`src/rtl/register_scoreboard_pkg.sv`:
```
// Shared scoreboard types: register IDs, FSM states and writeback port indices.
package register_scoreboard_pkg;

  localparam int SB_NUM_REGS  = 16;
  localparam int SB_REG_W     = $clog2(SB_NUM_REGS);
  localparam int SB_PENDING_W = 3;
  localparam int SB_NUM_WB    = 2;

  typedef logic [SB_REG_W-1:0] RegisterID;

  typedef enum logic [1:0] {
    SB_RUN,
    SB_DRAINING,
    SB_DRAINED
  } scoreboard_state_t;

  typedef enum logic {
    WB_EXEC = 1'b0,
    WB_LOAD = 1'b1
  } wb_port_t;

endpackage

```
`src/rtl/register_scoreboard_sb_counter.sv`:
```
// One register's outstanding-write counter: +1 on issue, -0/1/2 on release,
// clamped at zero with an underflow strobe and saturated at its maximum.
module sb_counter #(
  parameter int PENDING_W = 3
) (
  input  logic                 clk,
  input  logic                 reset_n,
  input  logic                 inc,
  input  logic [1:0]           dec,
  output logic [PENDING_W-1:0] cnt,
  output logic                 full,
  output logic                 underflow,
  output logic [1:0]           applied_dec
);

  localparam logic [PENDING_W-1:0] CNT_MAX = '1;

  logic [PENDING_W-1:0] cnt_reg, cnt_next;
  logic [PENDING_W:0]   avail;
  logic [PENDING_W:0]   dec_ext;
  logic [PENDING_W:0]   diff;

  always_comb begin
    avail       = {1'b0, cnt_reg} + {{PENDING_W{1'b0}}, inc};
    dec_ext     = {{(PENDING_W-1){1'b0}}, dec};
    diff        = avail - dec_ext;
    underflow   = 1'b0;
    applied_dec = dec;
    cnt_next    = cnt_reg;
    if (dec_ext > avail) begin
      // Only what was actually outstanding is released; the rest is the error.
      underflow   = 1'b1;
      applied_dec = avail[1:0];
      cnt_next    = '0;
    end else if (diff[PENDING_W]) begin
      cnt_next = CNT_MAX;
    end else begin
      cnt_next = diff[PENDING_W-1:0];
    end
  end

  always_ff @(posedge clk) begin
    if (!reset_n) begin
      cnt_reg <= '0;
    end else begin
      cnt_reg <= cnt_next;
    end
  end

  assign cnt  = cnt_reg;
  assign full = (cnt_reg == CNT_MAX);

endmodule

```
`src/rtl/register_scoreboard.sv`:
```
// Register scoreboard: counts in-flight writes per register, gates decode issue
// on RAW hazards and counter saturation, and provides a drain handshake.
module register_scoreboard
  import register_scoreboard_pkg::*;
#(
  parameter int NUM_REGS  = SB_NUM_REGS,
  parameter int PENDING_W = SB_PENDING_W,
  parameter int REG_W     = $clog2(NUM_REGS),
  parameter int TOTAL_W   = $clog2(NUM_REGS * ((1 << PENDING_W) - 1) + 1)
) (
  input  logic                 clk,
  input  logic                 reset_n,
  input  logic                 issue_valid,
  output logic                 issue_ready,
  input  logic [REG_W-1:0]     issue_src_a,
  input  logic [REG_W-1:0]     issue_src_b,
  input  logic                 issue_src_a_en,
  input  logic                 issue_src_b_en,
  input  logic [REG_W-1:0]     issue_dst,
  input  logic                 issue_dst_en,
  input  logic [1:0]           wb_valid,
  input  logic [2*REG_W-1:0]   wb_reg,
  input  logic                 drain_req,
  output logic                 drain_ack,
  output logic [NUM_REGS-1:0]  reg_valid,
  output logic [TOTAL_W-1:0]   outstanding_total,
  output logic                 underflow_err
);

  scoreboard_state_t state_reg, state_next;

  logic [PENDING_W-1:0] cnt_arr     [NUM_REGS];
  logic [1:0]           dec_arr     [NUM_REGS];
  logic [1:0]           applied_arr [NUM_REGS];
  logic [NUM_REGS-1:0]  inc_vec;
  logic [NUM_REGS-1:0]  busy_vec;
  logic [NUM_REGS-1:0]  full_vec;
  logic [NUM_REGS-1:0]  uf_vec;

  logic [REG_W-1:0]     wb_reg_exec;
  logic [REG_W-1:0]     wb_reg_load;
  logic                 fire;
  logic                 issue_write;
  logic [TOTAL_W-1:0]   rel_sum;
  logic [TOTAL_W-1:0]   total_reg, total_next;
  logic                 underflow_err_reg;

  assign wb_reg_exec = wb_reg[REG_W-1:0];
  assign wb_reg_load = wb_reg[2*REG_W-1:REG_W];

  assign fire        = issue_valid && issue_ready;
  assign issue_write = fire && issue_dst_en;

  genvar gi;
  generate
    for (gi = 0; gi < NUM_REGS; gi++) begin : g_reg
      logic rel_exec;
      logic rel_load;

      assign rel_exec    = wb_valid[WB_EXEC] && (wb_reg_exec == REG_W'(gi));
      assign rel_load    = wb_valid[WB_LOAD] && (wb_reg_load == REG_W'(gi));
      assign dec_arr[gi] = {1'b0, rel_exec} + {1'b0, rel_load};
      assign inc_vec[gi] = issue_write && (issue_dst == REG_W'(gi));

      sb_counter #(
        .PENDING_W (PENDING_W)
      ) u_cnt (
        .clk         (clk),
        .reset_n     (reset_n),
        .inc         (inc_vec[gi]),
        .dec         (dec_arr[gi]),
        .cnt         (cnt_arr[gi]),
        .full        (full_vec[gi]),
        .underflow   (uf_vec[gi]),
        .applied_dec (applied_arr[gi])
      );

      assign busy_vec[gi] = |cnt_arr[gi];
    end
  endgenerate

  assign reg_valid = ~busy_vec;

  // Hazard check looks only at registered counts; same-cycle releases are not bypassed.
  assign issue_ready = reset_n
                    && (state_reg == SB_RUN)
                    && !(issue_src_a_en && busy_vec[issue_src_a])
                    && !(issue_src_b_en && busy_vec[issue_src_b])
                    && !(issue_dst_en && full_vec[issue_dst]);

  always_comb begin
    rel_sum = '0;
    for (int r = 0; r < NUM_REGS; r++) begin
      rel_sum = rel_sum + TOTAL_W'(applied_arr[r]);
    end
    total_next = total_reg + TOTAL_W'(issue_write) - rel_sum;
  end

  always_comb begin
    state_next = state_reg;
    case (state_reg)
      SB_RUN: begin
        if (drain_req) state_next = SB_DRAINING;
      end
      SB_DRAINING: begin
        if (!drain_req)            state_next = SB_RUN;
        else if (total_next == '0) state_next = SB_DRAINED;
      end
      SB_DRAINED: begin
        if (!drain_req) state_next = SB_RUN;
      end
      default: state_next = SB_RUN;
    endcase
  end

  always_ff @(posedge clk) begin
    if (!reset_n) begin
      state_reg         <= SB_RUN;
      total_reg         <= '0;
      underflow_err_reg <= 1'b0;
    end else begin
      state_reg         <= state_next;
      total_reg         <= total_next;
      underflow_err_reg <= underflow_err_reg || (|uf_vec);
    end
  end

  assign outstanding_total = total_reg;
  assign underflow_err     = underflow_err_reg;
  assign drain_ack         = (state_reg == SB_DRAINED);

endmodule

```
`config.mk`:
```
export PLATFORM = sky130hd
export DESIGN_NAME = register_scoreboard
export DESIGN_NICKNAME = d
export VERILOG_FILES = /design/src/rtl/register_scoreboard_pkg.sv /design/src/rtl/register_scoreboard_sb_counter.sv /design/src/rtl/register_scoreboard.sv
export SDC_FILE = /design/constraint.sdc
export NUM_CORES = 1
export LEC_CHECK = 0
export ABC_AREA = 1
export CAP_MARGIN = 20
export CORE_ASPECT_RATIO = 1.25
export CORE_MARGIN = 4
export CORE_UTILIZATION = 50
export DETAILED_ROUTE_END_ITERATION = 8
export HOLD_SLACK_MARGIN = 0.08
export PLACE_DENSITY = 0.81
export SLEW_MARGIN = 10
export SYNTH_ARGS = -nofsm -noshare
export SYNTH_HDL_FRONTEND = slang
export SYNTH_SLANG_ARGS = --single-unit
```
`constraint.sdc`:
```
create_clock -name clk -period 24.3 [get_ports clk]
set_clock_uncertainty 0.2 [all_clocks]
set_input_delay 6.075 -clock clk [delete_from_list [all_inputs] [get_ports clk]]
set_output_delay 6.075 -clock clk [all_outputs]
set_load 0.02 [all_outputs]
```
==> flow_summary.rst, run 1 <==
.. list-table::
   :header-rows: 1

   * - Metric
     - Value
   * - Post-layout utilization of the core
     - 59.36%
   * - GRT Residual Overflow
     - 0
   * - Number of nets in the final layout
     - 1,223
   * - Warning count from the yosys run
     - 0
   * - Result of the run
     - finished clean
   * - Antenna cell count
     - 0
   * - Static power due to leakage
     - 4.171 nW
   * - Post-route setup slack
     - 9811 ps
   * - Largest driver fanout on the critical path
     - 8
   * - Number of antenna violations at the first check in global routing
     - 0
   * - Most common library cell in the layout ignoring fill and taps
     - sky130_fd_sc_hd__inv_1
   * - CTS root buffer
     - sky130_fd_sc_hd__clkbuf_16
   * - Part of the cycle the worst path needs
     - 59.62%
   * - Actual transition at the worst max-transition pin
     - 547.6 ps
   * - Setup repair after global routing missed its margin
     - no
   * - Rel. slew slack
     - 63.42%
   * - 1st-pass router iterations
     - 5
   * - Largest vdd supply drop
     - 0.1423 mV
   * - Number of register bits inferred by synthesis
     - 58
   * - Total standard cell area after synthesis
     - 6929 sq um
   * - TritonCTS sink count
     - 58
   * - Launch point of the worst reg-to-reg path
     - g_reg[15].u_cnt.cnt[2]
   * - R2R Path End
     - state_reg[0]
   * - Placed Instance Area
     - 7654 sq um
   * - Number of pins exceeding their max-slew limit in the final report
     - 0
   * - Vias after detailed routing
     - 6,231
   * - Number of buffers inserted during clock tree synthesis
     - 9
   * - Gate count after technology mapping
     - 987
   * - GP Congestion
     - 0.9491
   * - Setup-failing EPs final
     - 0
   * - Die height
     - 139.6 microns
   * - Setup crit start kind
     - input pin
   * - Largest register FFs
     - 48
   * - Number of cell instances on the worst register-to-register path
     - 31
   * - Count of instances resized after the clock tree is built
     - 0
   * - Achievable Freq
     - 69.02 MHz
   * - Mean post-synth cell area
     - 7.020 sq um
   * - Post-layout instance area
     - 7959 sq um
   * - Startpoint of the most critical hold path
     - underflow_err
   * - Number of core rows
     - 47
   * - Die boundary width
     - 113.3 microns
   * - Routed WL per cell
     - 13.42 microns
   * - Number of levels in the clock H-tree
     - 3
   * - Skew-Pair Late Insertion Delay
     - 330 ps
   * - Bufs on Longest Clock Path
     - 2
   * - Synth unique cells
     - 29
   * - Vias per cell
     - 5.095
   * - Clock transition at the register clock pins on the worst setup and hold paths after CTS
     - 50 ps
   * - Floorplan die area
     - 15,820 sq um
   * - Via count of the first global-routing pass
     - 6,196
   * - Total wire length after detailed routing
     - 16.41 mm
   * - Setup CP Type
     - input pin to output port
   * - Total global-route track usage
     - 22.06%
   * - Fin Hold WS
     - 301.3 ps
   * - Worst EP arrival
     - 8210 ps
   * - Pre-CTS setup slack
     - 9822 ps
   * - Min-Delay Path Depth
     - 2
   * - Class of the worst hold path
     - flip-flop to flip-flop
   * - Endpoint of the worst hold-timing path
     - underflow_err
   * - Total I/O pin count
     - 55
   * - Hold_buf cts
     - 0
   * - Initial core utilization
     - 51.68%
   * - Signed area change from the synthesized netlist to the final layout
     - 14.86%
   * - Total count of hold-check failures in the final report
     - 0
   * - Sequential element share of the synthesized area
     - 16.76%
   * - Worst setup slack for register-to-register paths
     - 16,320 ps
   * - Area of the placeable core
     - 13,410 sq um
   * - Top library cells by usage in the layout, fill and taps aside
     - sky130_fd_sc_hd__inv_1, sky130_fd_sc_hd__nand2_1, sky130_fd_sc_hd__ha_1, sky130_fd_sc_hd__nand3_1, sky130_fd_sc_hd__nor2_1
   * - Share of cells above drive strength 1
     - 5.513%
   * - Pwr Density
     - 94.93 nW/um^2
   * - Residual DRC count
     - 0
   * - Syn Nets
     - 1,162
   * - Required time of the critical path
     - 18,020 ps
   * - Nature of the critical path endpoint
     - output port
   * - Drt first-iter violations
     - 341
   * - ANT nets after route
     - 0
   * - Total of buffers placed on input and output ports
     - 54
   * - Post-CTS setup-driven buffer insertion count
     - 0
   * - Final critical path time including I/O delays and setup
     - 14,490 ps
   * - Final TNS setup
     - 0 ps
   * - Max-capacitance violation count
     - 0
   * - TritonCTS clock tree
     - done
   * - Pin count of the biggest net entering global routing
     - 24
   * - Post-detail-place hpwl
     - 13.90 mm
   * - First-pass GRT wire length
     - 27.88 mm
## kinds of logic after synthesis
family / Yosys count / synth area share (%)
AOI/OAI and AO/OA: 84 / 6.465
xor gates and xnor gates: 37 / 4.677
adders and majority gates: 146 / 31.35
buffers and inverters: 238 / 13.16
DFF: 58 / 16.76
and+or+nand+nor: 424 / 27.59
## area by class of cell
type	instances	area [sq um]
multi-input cells	691	4856
clock inverters	2	35.03
flip-flops and latches	58	1161
clock buffers	13	270.3
repair buffers	55	548.0
well taps	171	214.0
inverters	233	874.6
fillers	1208	5449
## stage by stage
stage / power, mW / std cells
after floorplan: 0.4862 / 987
after global placement: 0.6144 / 1208
after detailed placement: 0.6228 / 1208
after CTS: 0.7612 / 1223
after global routing: 0.8362 / 1223
final: 0.7556 / 1223
## cells in the mapped netlist
cell / count / area share, %
sky130_fd_sc_hd__buf_12: 1 / 0.29
sky130_fd_sc_hd__nand3b_1: 1 / 0.11
sky130_fd_sc_hd__or2_2: 17 / 1.5
sky130_fd_sc_hd__nand3_2: 3 / 0.43
sky130_fd_sc_hd__fa_1: 46 / 13
sky130_fd_sc_hd__ha_1: 100 / 18
sky130_fd_sc_hd__a21oi_1: 31 / 2.2
sky130_fd_sc_hd__nand4_4: 1 / 0.31
sky130_fd_sc_hd__nor4_1: 1 / 0.090
sky130_fd_sc_hd__o21bai_1: 1 / 0.11
sky130_fd_sc_hd__a31oi_1: 18 / 1.6
sky130_fd_sc_hd__nor2_4: 12 / 2.0
sky130_fd_sc_hd__nor3_1: 1 / 0.072
sky130_fd_sc_hd__nand3_1: 86 / 6.2
sky130_fd_sc_hd__buf_2: 2 / 0.14
sky130_fd_sc_hd__nand2_2: 2 / 0.18
sky130_fd_sc_hd__nor2_2: 2 / 0.18
sky130_fd_sc_hd__xor2_1: 20 / 2.5
sky130_fd_sc_hd__a21o_1: 1 / 0.11
sky130_fd_sc_hd__dfxtp_1: 58 / 17
sky130_fd_sc_hd__nand4_1: 9 / 0.81
sky130_fd_sc_hd__inv_1: 228 / 12
sky130_fd_sc_hd__clkbuf_1: 2 / 0.11
sky130_fd_sc_hd__xnor2_1: 17 / 2.1
sky130_fd_sc_hd__nor2_1: 83 / 4.5
sky130_fd_sc_hd__and3_2: 1 / 0.11
sky130_fd_sc_hd__inv_2: 5 / 0.27
sky130_fd_sc_hd__o21ai_0: 33 / 2.4
sky130_fd_sc_hd__nand2_1: 205 / 11
## routing by layer
| metal | track usage (%) | vias up | share of wire (%) |
|---|---|---|---|
| met5 | 0 | - | 0 |
| met4 | 10.63 | 0 | 3.9 |
| met3 | 4.646 | 52 | 5.9 |
| met2 | 38.05 | 188 | 48 |
| met1 | 25.83 | 2811 | 42 |
| li1 | - | 3180 | - |
## critical path, stage by stage
cell                              delay (ps)
sky130_fd_sc_hd__clkdlybuf4s50_1         530
sky130_fd_sc_hd__nor2_2                  340
sky130_fd_sc_hd__nand2_1                 100
sky130_fd_sc_hd__nand4_1                  90
sky130_fd_sc_hd__nand2_1                  70
sky130_fd_sc_hd__nand3_2                  90
sky130_fd_sc_hd__nor2_2                   50
sky130_fd_sc_hd__nor2_4                  110
sky130_fd_sc_hd__and3_2                  180
sky130_fd_sc_hd__clkdlybuf4s50_1         590
## how the worst max path moves through the flow
stage | start | endpoint | slack (ps)
after floorplan | issue_src_b[0] | issue_ready | 11030
after global placement | issue_dst[0] | issue_ready | 9870
after detailed placement | issue_dst[0] | issue_ready | 9820
after CTS | issue_dst[0] | issue_ready | 9810
after global routing | issue_dst[0] | issue_ready | 9680
final | issue_dst[0] | issue_ready | 9810
## report_power, final
part	internal [mW]	total, mW	switching [mW]	leakage [nW]
sequential	0.125	0.151	0.0256	0.478
combinational	0.200	0.474	0.274	3.54
clock	0.0869	0.131	0.0438	0.152
total	0.412	0.756	0.344	4.17
No activity file was read; power rests on OpenSTA's default activity.
==> run 2: changes to the inputs <==
Settings changed: PLACE_DENSITY 0.81 to 0.84.
Clock period 24.3 ns to 12.92 ns, I/O delays scaled along.
==> run 2 against run 1 <==
  * Flip-flop and latch count is the same
  * Final area is 0.42% lower
  * Sequential share of layout area up 0.062 points
  * Via count up 2.4%
  * First-iteration DRC count up 41%
  * Total power grew 86%
  * Highest routed layer unchanged
  * Clock power grew 73%
  * Routed wire length is 5.1% higher
  * Die area unchanged
  * Critical path depth increased by 22
  * Register-to-register slack lost 11000 ps
  * Cell count unchanged
==> flow_summary.rst, run 2 (same netlist as run 1, synthesis figures left out) <==
.. list-table::
   :header-rows: 1

   * - Metric
     - Value
   * - Result of the run
     - finished clean
   * - Vias per cell
     - 5.217 (+2.4%)
   * - Number of pins exceeding their max-slew limit in the final report
     - 0 (unchanged)
   * - Largest driver fanout on the critical path
     - 17 (+9)
   * - Nature of the critical path endpoint
     - flip-flop
   * - Post-route setup slack
     - 2025 ps (-7786 ps)
   * - Post-layout utilization of the core
     - 59.11% (-0.25 points)
   * - Antenna cell count
     - 0 (unchanged)
   * - Number of cell instances on the worst register-to-register path
     - 31 (unchanged)
   * - Static power due to leakage
     - 4.157 nW (-0.32%)
   * - Die boundary width
     - 113.3 microns (unchanged)
   * - Routed WL per cell
     - 14.10 microns (+5.1%)
   * - Actual transition at the worst max-transition pin
     - 552.5 ps (+4.870 ps)
   * - Floorplan die area
     - 15,820 sq um (unchanged)
   * - Final TNS setup
     - 0 ps (unchanged)
   * - Required time of the critical path
     - 13,010 ps (-5010 ps)
   * - Post-route total power
     - 1.403 mW (+86%)
   * - Skew-Pair Late Insertion Delay
     - 340 ps (about the same)
   * - Launch point of the worst reg-to-reg path
     - g_reg[15].u_cnt.cnt[2]
   * - First-pass GRT wire length
     - 28.49 mm (+2.2%)
   * - Number of antenna violations at the first check in global routing
     - 0 (unchanged)
   * - CTS root buffer
     - sky130_fd_sc_hd__clkbuf_16
   * - Achievable Freq
     - 91.78 MHz
   * - Vias after detailed routing
     - 6,380 (+2.4%)
   * - Placed Instance Area
     - 7654 sq um (unchanged)
   * - Number of levels in the clock H-tree
     - 3 (unchanged)
   * - Die height
     - 139.6 microns (unchanged)
   * - Worst EP arrival
     - 10,980 ps (+2770 ps)
   * - Part of the cycle the worst path needs
     - 84.33%
   * - Total wire length after detailed routing
     - 17.24 mm (+5.1%)
   * - TritonCTS clock tree
     - done
   * - Total count of hold-check failures in the final report
     - 0 (unchanged)
   * - 1st-pass router iterations
     - 6 (+1)
   * - Residual DRC count
     - 0 (unchanged)
   * - Total I/O pin count
     - 55 (unchanged)
   * - Area of the placeable core
     - 13,410 sq um (unchanged)
   * - Rel. slew slack
     - 63.10% (-0.33 points)
   * - Startpoint of the most critical hold path
     - underflow_err
   * - Total global-route track usage
     - 22.49% (+0.43 points)
   * - Max-capacitance violation count
     - 0 (unchanged)
   * - Setup repair after global routing missed its margin
     - no
   * - Drt first-iter violations
     - 481 (+41%)
   * - Final-layout fill cell count
     - 1,221 (+1.1%)
   * - Signed area change from the synthesized netlist to the final layout
     - 14.37%
   * - Final cell count without fillers
     - 1,223 (unchanged)
   * - Post-layout instance area
     - 7925 sq um (-0.42%)
   * - Largest register FFs
     - 48 (unchanged)
   * - Placed Instances
     - 1,208 (unchanged)
   * - ANT nets after route
     - 0 (unchanged)
   * - Class of the worst hold path
     - flip-flop to flip-flop
   * - Slowest library cell on the worst path
     - sky130_fd_sc_hd__fa_1
   * - Pwr Density
     - 177.0 nW/um^2 (+86%)
   * - Top library cells by usage in the layout, fill and taps aside
     - sky130_fd_sc_hd__inv_1, sky130_fd_sc_hd__nand2_1, sky130_fd_sc_hd__ha_1, sky130_fd_sc_hd__nand3_1, sky130_fd_sc_hd__nor2_1
   * - Setup crit start kind
     - input pin
   * - Bufs on Longest Clock Path
     - 2 (unchanged)
   * - Worst setup slack for register-to-register paths
     - 5190 ps (-11,130 ps)
   * - Clock transition at the register clock pins on the worst setup and hold paths after CTS
     - 60 ps (about the same)
   * - Number of buffers inserted during clock tree synthesis
     - 9 (unchanged)
   * - Largest vdd supply drop
     - 0.2319 mV (+63%)
   * - Endpoint of the worst hold-timing path
     - underflow_err
   * - TritonCTS sink count
     - 58 (unchanged)
   * - Area used by multi-input combinational logic
     - 4856 sq um (unchanged)
   * - Pre-CTS setup slack
     - 1660 ps (-8162 ps)
   * - Most common library cell in the layout ignoring fill and taps
     - sky130_fd_sc_hd__inv_1
   * - Min-Delay Path Depth
     - 2 (unchanged)
   * - GRT Residual Overflow
     - 0 (unchanged)
   * - Post-detail-place hpwl
     - 14.28 mm (+2.7%)
   * - Via count of the first global-routing pass
     - 6,238 (+0.68%)
   * - Count of instances resized after the clock tree is built
     - 0 (unchanged)
   * - Setup CP Type
     - input pin to flip-flop
   * - Number of nets in the final layout
     - 1,223 (unchanged)
   * - Setup-failing EPs final
     - 0 (unchanged)
   * - Final critical path time including I/O delays and setup
     - 10,900 ps
   * - Post-CTS setup-driven buffer insertion count
     - 0 (unchanged)
   * - Initial core utilization
     - 51.68% (unchanged)
   * - Share of cells above drive strength 1
     - 5.513% (unchanged)
   * - Register cell area after layout
     - 1161 sq um (unchanged)
   * - R2R Path End
     - state_reg[0]
   * - Fin Hold WS
     - 304.3 ps (+2.945 ps)
   * - Pin count of the biggest net entering global routing
     - 24 (unchanged)
   * - Most Frequent Cell on Critical Path
     - sky130_fd_sc_hd__fa_1
   * - Total of buffers placed on input and output ports
     - 54 (unchanged)
   * - GP Congestion
     - 0.9796 (+3.2%)
   * - Number of core rows
     - 47 (unchanged)
   * - CP peak stage delay
     - 550 ps (-40 ps)
   * - Hold_buf cts
     - 0 (unchanged)
-- run 2: worst max path at each step --
stage | startpoint | end | slack (ps) | cells past startpoint
floorplan | issue_src_b[0] | state_reg[1] | 3100 | 30
CTS | issue_dst[0] | state_reg[0] | 2010 | 31
global route | issue_dst[0] | state_reg[0] | 1440 | 30
global placement | issue_dst[0] | state_reg[0] | 1820 | 30
finish | issue_dst[0] | state_reg[0] | 2020 | 32
detailed placement | issue_dst[0] | state_reg[1] | 1660 | 32
-- run 2: cell type report --
cell class                      count  share of cell area (%)
Multi-Input combinational cell    691                   61.27
Clock inverter                      3                  0.1895
Inverter                          233                   11.04
Tap cell                          171                   2.700
Sequential cell                    58                   14.65
Timing Repair Buffer               55                   6.915
Clock buffer                       12                   3.237
-- run 2: metal layers --
metal / track usage (%) / routed length (microns)
met5: 0 / 0
met4: 11.20 / 805
met3: 4.082 / 1272
met2: 38.64 / 8237
met1: 26.73 / 6926
-- run 2: worst max-delay path: cells and delay by family --
| family | cells | cell delay (ps) |
|---|---|---|
| AOI/OAI and AO/OA | 2 | 280 |
| xor gates and xnor gates | 1 | 160 |
| adders and majority gates | 11 | 4430 |
| buffers and inverters | 4 | 730 |
| and+or+nand+nor | 14 | 2140 |
-- run 2: report_power, final --
part	leakage (nW)	switching (mW)	internal, mW
Combinational	3.54	0.515	0.375
Clock	0.138	0.0877	0.138
Sequential	0.478	0.0506	0.236
